`src/rtl/butterfly_pkg.sv`:
```
// Shared types and constants for the 4x4 butterfly switch datapath.
package butterfly_pkg;

  // Phit type field encoding (top two bits of every phit).
  typedef enum logic [1:0] {
    PT_IDLE    = 2'd0,
    PT_RSVD    = 2'd1,
    PT_PAYLOAD = 2'd2,
    PT_HEAD    = 2'd3
  } phit_type_e;

  localparam logic [1:0] HEAD    = 2'd3;
  localparam logic [1:0] PAYLOAD = 2'd2;

  // Each switch stage consumes one route field of this width.
  localparam int ROUTE_W   = 2;
  localparam int NUM_PORTS = 4;

  // Output port framing state.
  typedef enum logic {
    S_IDLE = 1'b0,
    S_PKT  = 1'b1
  } state_e;

endpackage

```
`src/rtl/route_shifter.sv`:
```
// Combinational head rewrite: keep the type, drop the consumed route
// field by shifting the remaining route bits up, zero-fill the bottom.
module route_shifter
  import butterfly_pkg::*;
#(
  parameter int PHIT_W = 8
) (
  input  logic [PHIT_W-1:0] phit_in,
  output logic [PHIT_W-1:0] phit_out
);

  // Bits [PHIT_W-3:PHIT_W-4] are the field this stage used; discard them.
  assign phit_out = {phit_in[PHIT_W-1 -: 2], phit_in[PHIT_W-5:0], {ROUTE_W{1'b0}}};

endmodule

```
`src/rtl/output_port_stage.sv`:
```
// Per-output-port stage: one-hot input mux, head route strip, packet
// framing FSM, saturating traffic counters and sticky error flags.
module output_port_stage
  import butterfly_pkg::*;
#(
  parameter int PHIT_W = 8,
  parameter int CNT_W  = 16
) (
  input  logic              i_clk,
  input  logic              i_rst_n,
  input  logic [PHIT_W-1:0] i_phit0,
  input  logic [PHIT_W-1:0] i_phit1,
  input  logic [PHIT_W-1:0] i_phit2,
  input  logic [PHIT_W-1:0] i_phit3,
  input  logic [3:0]        i_select,
  input  logic              i_shift,
  input  logic              i_clr_stats,
  input  logic              i_clr_err,
  output logic [PHIT_W-1:0] o_phit,
  output logic              o_valid,
  output logic              o_busy,
  output logic [CNT_W-1:0]  o_pkt_cnt,
  output logic [CNT_W-1:0]  o_phit_cnt,
  output logic [2:0]        o_err
);

  logic [PHIT_W-1:0] phits [NUM_PORTS];
  logic [PHIT_W-1:0] sel_phit;
  logic [PHIT_W-1:0] shifted_phit;
  logic [PHIT_W-1:0] out_next;
  logic [1:0]        sel_idx;
  logic              sel_multi;
  phit_type_e        sel_type;
  state_e            state, state_next;
  logic [1:0]        src, src_next;
  logic [2:0]        err_new;
  logic              inc_pkt, inc_phit;

  assign phits[0] = i_phit0;
  assign phits[1] = i_phit1;
  assign phits[2] = i_phit2;
  assign phits[3] = i_phit3;

  // One-hot mux; an empty or multi-hot select yields an all-zero IDLE phit.
  always_comb begin
    sel_phit  = '0;
    sel_idx   = 2'd0;
    sel_multi = (i_select != 4'd0) && !$onehot(i_select);
    for (int i = 0; i < NUM_PORTS; i++) begin
      if (i_select[i]) begin
        sel_phit = phits[i];
        sel_idx  = 2'(i);
      end
    end
    if (sel_multi) begin
      sel_phit = '0;
    end
  end

  assign sel_type = phit_type_e'(sel_phit[PHIT_W-1 -: 2]);

  route_shifter #(.PHIT_W(PHIT_W)) u_route_shifter (
    .phit_in  (sel_phit),
    .phit_out (shifted_phit)
  );

  // Framing FSM next-state, output phit selection and error/count events.
  always_comb begin
    state_next = state;
    src_next   = src;
    out_next   = sel_phit;
    err_new    = 3'b000;
    inc_pkt    = 1'b0;
    inc_phit   = 1'b0;

    err_new[0] = sel_multi;
    // A grant only makes sense on a head; anything else is flagged.
    if (i_shift && sel_type != PT_HEAD) begin
      err_new[2] = 1'b1;
    end

    if (sel_type == PT_HEAD) begin
      // A head starts a packet from either state (back-to-back allowed).
      state_next = S_PKT;
      src_next   = sel_idx;
      inc_pkt    = 1'b1;
      inc_phit   = 1'b1;
      if (i_shift) begin
        out_next = shifted_phit;
      end
    end else if (sel_type == PT_PAYLOAD) begin
      if (state == S_PKT && sel_idx == src) begin
        inc_phit = 1'b1;
      end else begin
        // Orphan payload (no open packet) or stray one from a different input.
        out_next   = '0;
        err_new[1] = 1'b1;
      end
    end else begin
      // IDLE or reserved closes any open packet.
      state_next = S_IDLE;
    end
  end

  // State, source index and the registered output link.
  always_ff @(posedge i_clk or negedge i_rst_n) begin
    if (!i_rst_n) begin
      state  <= S_IDLE;
      src    <= 2'd0;
      o_phit <= '0;
    end else begin
      state  <= state_next;
      src    <= src_next;
      o_phit <= out_next;
    end
  end

  // Saturating statistics counters; a clear beats a coincident increment.
  always_ff @(posedge i_clk or negedge i_rst_n) begin
    if (!i_rst_n) begin
      o_pkt_cnt  <= '0;
      o_phit_cnt <= '0;
    end else if (i_clr_stats) begin
      o_pkt_cnt  <= '0;
      o_phit_cnt <= '0;
    end else begin
      if (inc_pkt && o_pkt_cnt != '1) begin
        o_pkt_cnt <= o_pkt_cnt + 1'b1;
      end
      if (inc_phit && o_phit_cnt != '1) begin
        o_phit_cnt <= o_phit_cnt + 1'b1;
      end
    end
  end

  // Sticky error flags; a new error survives a coincident clear.
  always_ff @(posedge i_clk or negedge i_rst_n) begin
    if (!i_rst_n) begin
      o_err <= 3'b000;
    end else begin
      o_err <= (i_clr_err ? 3'b000 : o_err) | err_new;
    end
  end

  assign o_busy  = (state == S_PKT);
  assign o_valid = (o_phit[PHIT_W-1 -: 2] == HEAD) || (o_phit[PHIT_W-1 -: 2] == PAYLOAD);

endmodule

```
`config.mk`:
```
export PLATFORM = sky130hd
export DESIGN_NAME = output_port_stage
export DESIGN_NICKNAME = d
export VERILOG_FILES = /design/src/rtl/butterfly_pkg.sv /design/src/rtl/route_shifter.sv /design/src/rtl/output_port_stage.sv
export SDC_FILE = /design/constraint.sdc
export NUM_CORES = 1
export LEC_CHECK = 0
export CORE_MARGIN = 2
export CORE_UTILIZATION = 51
export DETAILED_ROUTE_END_ITERATION = 7
export PLACE_DENSITY = 0.93
export SETUP_SLACK_MARGIN = 0.02
export SLEW_MARGIN = 15
export SYNTH_ARGS = -nofsm -noshare
export SYNTH_HDL_FRONTEND = slang
export SYNTH_SLANG_ARGS = --single-unit
```
`constraint.sdc`:
```
create_clock -name i_clk -period 4.37 [get_ports i_clk]
set_input_delay 0.6555 -clock i_clk [delete_from_list [all_inputs] [get_ports i_clk]]
set_output_delay 0.6555 -clock i_clk [all_outputs]
set_load 0.03 [all_outputs]
```
==> results.yml <==
timing:
  rsz0062_at_grt: "no"
  fin_crit_sh_pct: 88.5
  worstMarginPinSlew_ns: 0.984
  setup_tns_ns: 0
  fin_worst_skew_ns: 0.00866
  finalSetupViolations: 0
  final-hold-violation-count: 0
  report.final.slew_viol_count: 0
  max_freq_mhz: 259
  maxSlewHeadroom_pct: 34.4
  min_period_ns: 3.87
hold_path:
  hp-class: "reg -> reg"
  min_path_cells: 1
  whs_endpoint: "o_err[0]"
  hp-start: "o_err[0]"
synth:
  ys_ff_latch: 46
  ys_warn_count: 0
  synth_edf_count: 0
  synth_seq_area_share_pct: 41.4
  synth_flop_cell: "dfrtp_1"
  synth_largest_area_cell: "dfrtp_1"
  yosysTopAreaCellShare_pct: 41.4
  netlist_instances: 288
  syn_nets: 335
  syn-mean-instance-area_sq_um: 9.65
  synthArstFlopShare_pct: 100
  netlist_area_sq_um: 2780
  yosysUniqueCellTypes: 60
  synthTopCellsByArea: "dfrtp_1 (41%), nor2_1 (3.6%), xnor2_1 (3.5%)"
routing:
  drc_errors: 0
  drt_iter0_drc: 280
  wl_met1_um: 3030
  vias_per_cell: 6.02
  detail-route-antenna-nets: 0
  met3WireLength_um: 426
  dr.pass1.iters: 5
  wl_met2_um: 3740
  wire_per_inst_um: 16.7
  num_vias: 2647
  dr.max_layer_used: "met4"
  totalWireLength_um: 7340
cells_and_area:
  fin_nets: 417
  diodes: 0
  fin_util_pct: 72.2
  syn2layout_area_growth_pct: 34.3
  drive_above_1_share_pct: 9.19
  fill_cells: 385
  fin_cells: 440
  regArea_sq_um: 1150
  multiInputGateArea_sq_um: 1500
setup_path:
  arrival_ns: 4.04
  required_ns: 4.55
  crit-reg2reg-launch: "o_pkt_cnt[4]"
  critPathCaptureType: "flop"
  startpoint_type: "primary input"
  r2r_cells: 6
  r2r_end: "o_pkt_cnt[10]"
  ff2ff_setup_slack_ns: 2.00
  setup.worst_path.class: "in -> reg"
  crit_fanout: 15
floorplan:
  rows: 26
  dieArea_sq_um: 6060
  die_h_um: 77.8
  core_area_sq_um: 5170
  start_util_pct: 53.7
  pin_count: 86
  die_width_um: 77.8
global_route:
  grt_pass1_vias: 2384
  grt_max_degree: 47
  grt-ovfl-total: 0
  grt_pass1_wl_um: 12000
  grt_util_all_layers_pct: 24.9
  antenna_found_initial: 0
cts:
  clk_pin_slew_ns: 0.08
  hold_buffers: 0
  clk-insertion-delay-late_ns: 0.30
  ctsResizeCount: 0
  cts_buffers: 5
  numClockSinks: 46
  cts_max_level: 2
  clockRootBuffer: "clkbuf_8"
  clk_path_buf_depth: 2
  postCtsSetupBuffers: 0
  cts_tree: "done"
power_and_ir_drop:
  power_switching_mw: 0.302
  p_clk_share_pct: 24.8
  combPwrFrac_pct: 26.9
  worst_ir_drop_vdd_uv: 199
  power_frac_seq_pct: 48.3
  p_int_mw: 0.680
  p_leak_nw: 1.46
  swShare_pct: 30.7
  power_density_nw_per_um2: 263
run_status:
  status: "completed"
place:
  port_buffers: 85
  dp_cells: 433
  place_congestion: 0.906
  dp_hpwl_um: 5440
run:
  max_cap_viol_count: 0
==> Yosys cell counts (7+ instances only) <==
master   count
dfrtp_1     46
nor2_1      27
nand2_1     17
a21oi_1     13
nand3_1     12
xnor2_1     11
nand4_1     10
nor3_1      10
or3_1        9
inv_1        8
nor2b_1      7
==> metal layers <==
layer	vias to the layer above	track usage (%)
met3	20	3.84
li1	1225	-
met5	-	0
met4	0	6.25
met2	129	41.5
met1	1273	33.9
==> logic make-up after synthesis <==
| group | share of synthesized area, % |
|---|---|
| and+or+nand+nor | 27.8 |
| DFF | 41.4 |
| adders and majority gates | 2.97 |
| AOI/OAI and AO/OA | 15.5 |
| muxes | 2.84 |
| xor gates and xnor gates | 4.73 |
| buffers and inverters | 4.82 |
==> per-stage QoR <==
stage                     hold slack, ns  instance area, sq um  setup slack (ns)  power, mW
after CTS                          0.487                  3730             0.580      0.982
after floorplan                    0.360                  2780             0.886      0.637
final                              0.484                  3730             0.504      0.981
after detailed placement           0.469                  3660             0.273      0.743
after global routing               0.498                  3730             0.355       1.03
after global placement             0.463                  3660             0.486      0.733
==> final cells by class <==
cell class	count	area share, %
repair buffers	91	23.9
clock buffers	7	2.04
flip-flops and latches	46	30.8
multi-input cells	217	40.0
inverters	9	0.905
well taps	70	2.35
==> critical path, stage by stage <==
cell and delay, ns:
clkdlybuf4s50_1 0.49, inv_1 0.09, fa_1 0.54, inv_1 0.05, ha_1 0.17, ha_1 0.27, nor3b_1 0.29, o221a_2 0.27
and2_1 0.16, nand3_2 0.28, nor4_1 0.43, mux2_4 0.34
==> state kept, by name (all words and copies together) (netlist names) <==
register	cells
o_phit_cnt	16
o_pkt_cnt	16
o_phit	8
o_err	3
src	2
o_busy	1
==> power groups by stage <==
| stage | logic (mW) | clock network, mW | registers (mW) |
|---|---|---|---|
| after global placement | 0.255 | 0 | 0.478 |
| after CTS | 0.263 | 0.246 | 0.473 |
| final | 0.264 | 0.243 | 0.474 |
| after detailed placement | 0.262 | 0 | 0.481 |
| after floorplan | 0.125 | 0 | 0.512 |
| after global routing | 0.281 | 0.269 | 0.477 |
==> cells in the final DEF (no fill, tap or decap), types with 2 or more instances in the layout <==
cell type,Yosys,final
clkdlybuf4s50_1,0,84
dfrtp_1,46,46
nor2_1,27,27
nand2_1,17,17
a21oi_1,13,13
nand3_1,12,12
xnor2_1,11,11
nor3_1,10,10
nand4_1,10,10
or3_1,9,9
inv_1,8,8
nor2b_1,7,7
a221oi_1,6,6
o21ai_0,6,6
nor4_2,6,6
buf_4,1,6
o22ai_1,5,5
and3_1,5,5
ha_1,5,5
clkbuf_8,0,5
xor2_1,4,4
and2_1,4,4
nor4_1,4,4
nand2b_1,3,3
a31o_1,3,3
o21ai_1,3,3
mux2i_1,3,3
and4_1,3,3
or2_1,2,2
nor2_2,2,2
a211oi_1,2,2
o2bb2ai_1,2,2
a22o_1,2,2
o31ai_1,2,2
or4_1,2,2
nor3_2,2,2
mux2_2,2,2
o31a_1,2,2
o21ba_1,2,2
clkbuf_1,6,2
==> worst max path at each step <==
| stage | from | endpoint | slack, ns | depth (start not counted) |
|---|---|---|---|---|
| final | i_select[0] | o_pkt_cnt[10] | 0.50 | 12 |
| after global routing | i_select[0] | o_pkt_cnt[10] | 0.36 | 12 |
| after CTS | i_select[0] | o_pkt_cnt[10] | 0.58 | 12 |
| after detailed placement | i_select[0] | o_pkt_cnt[10] | 0.27 | 12 |
| after global placement | i_select[0] | o_pkt_cnt[10] | 0.49 | 12 |
| after floorplan | i_select[3] | o_pkt_cnt[10] | 0.89 | 13 |
No activity file was read; power rests on OpenSTA's default activity.
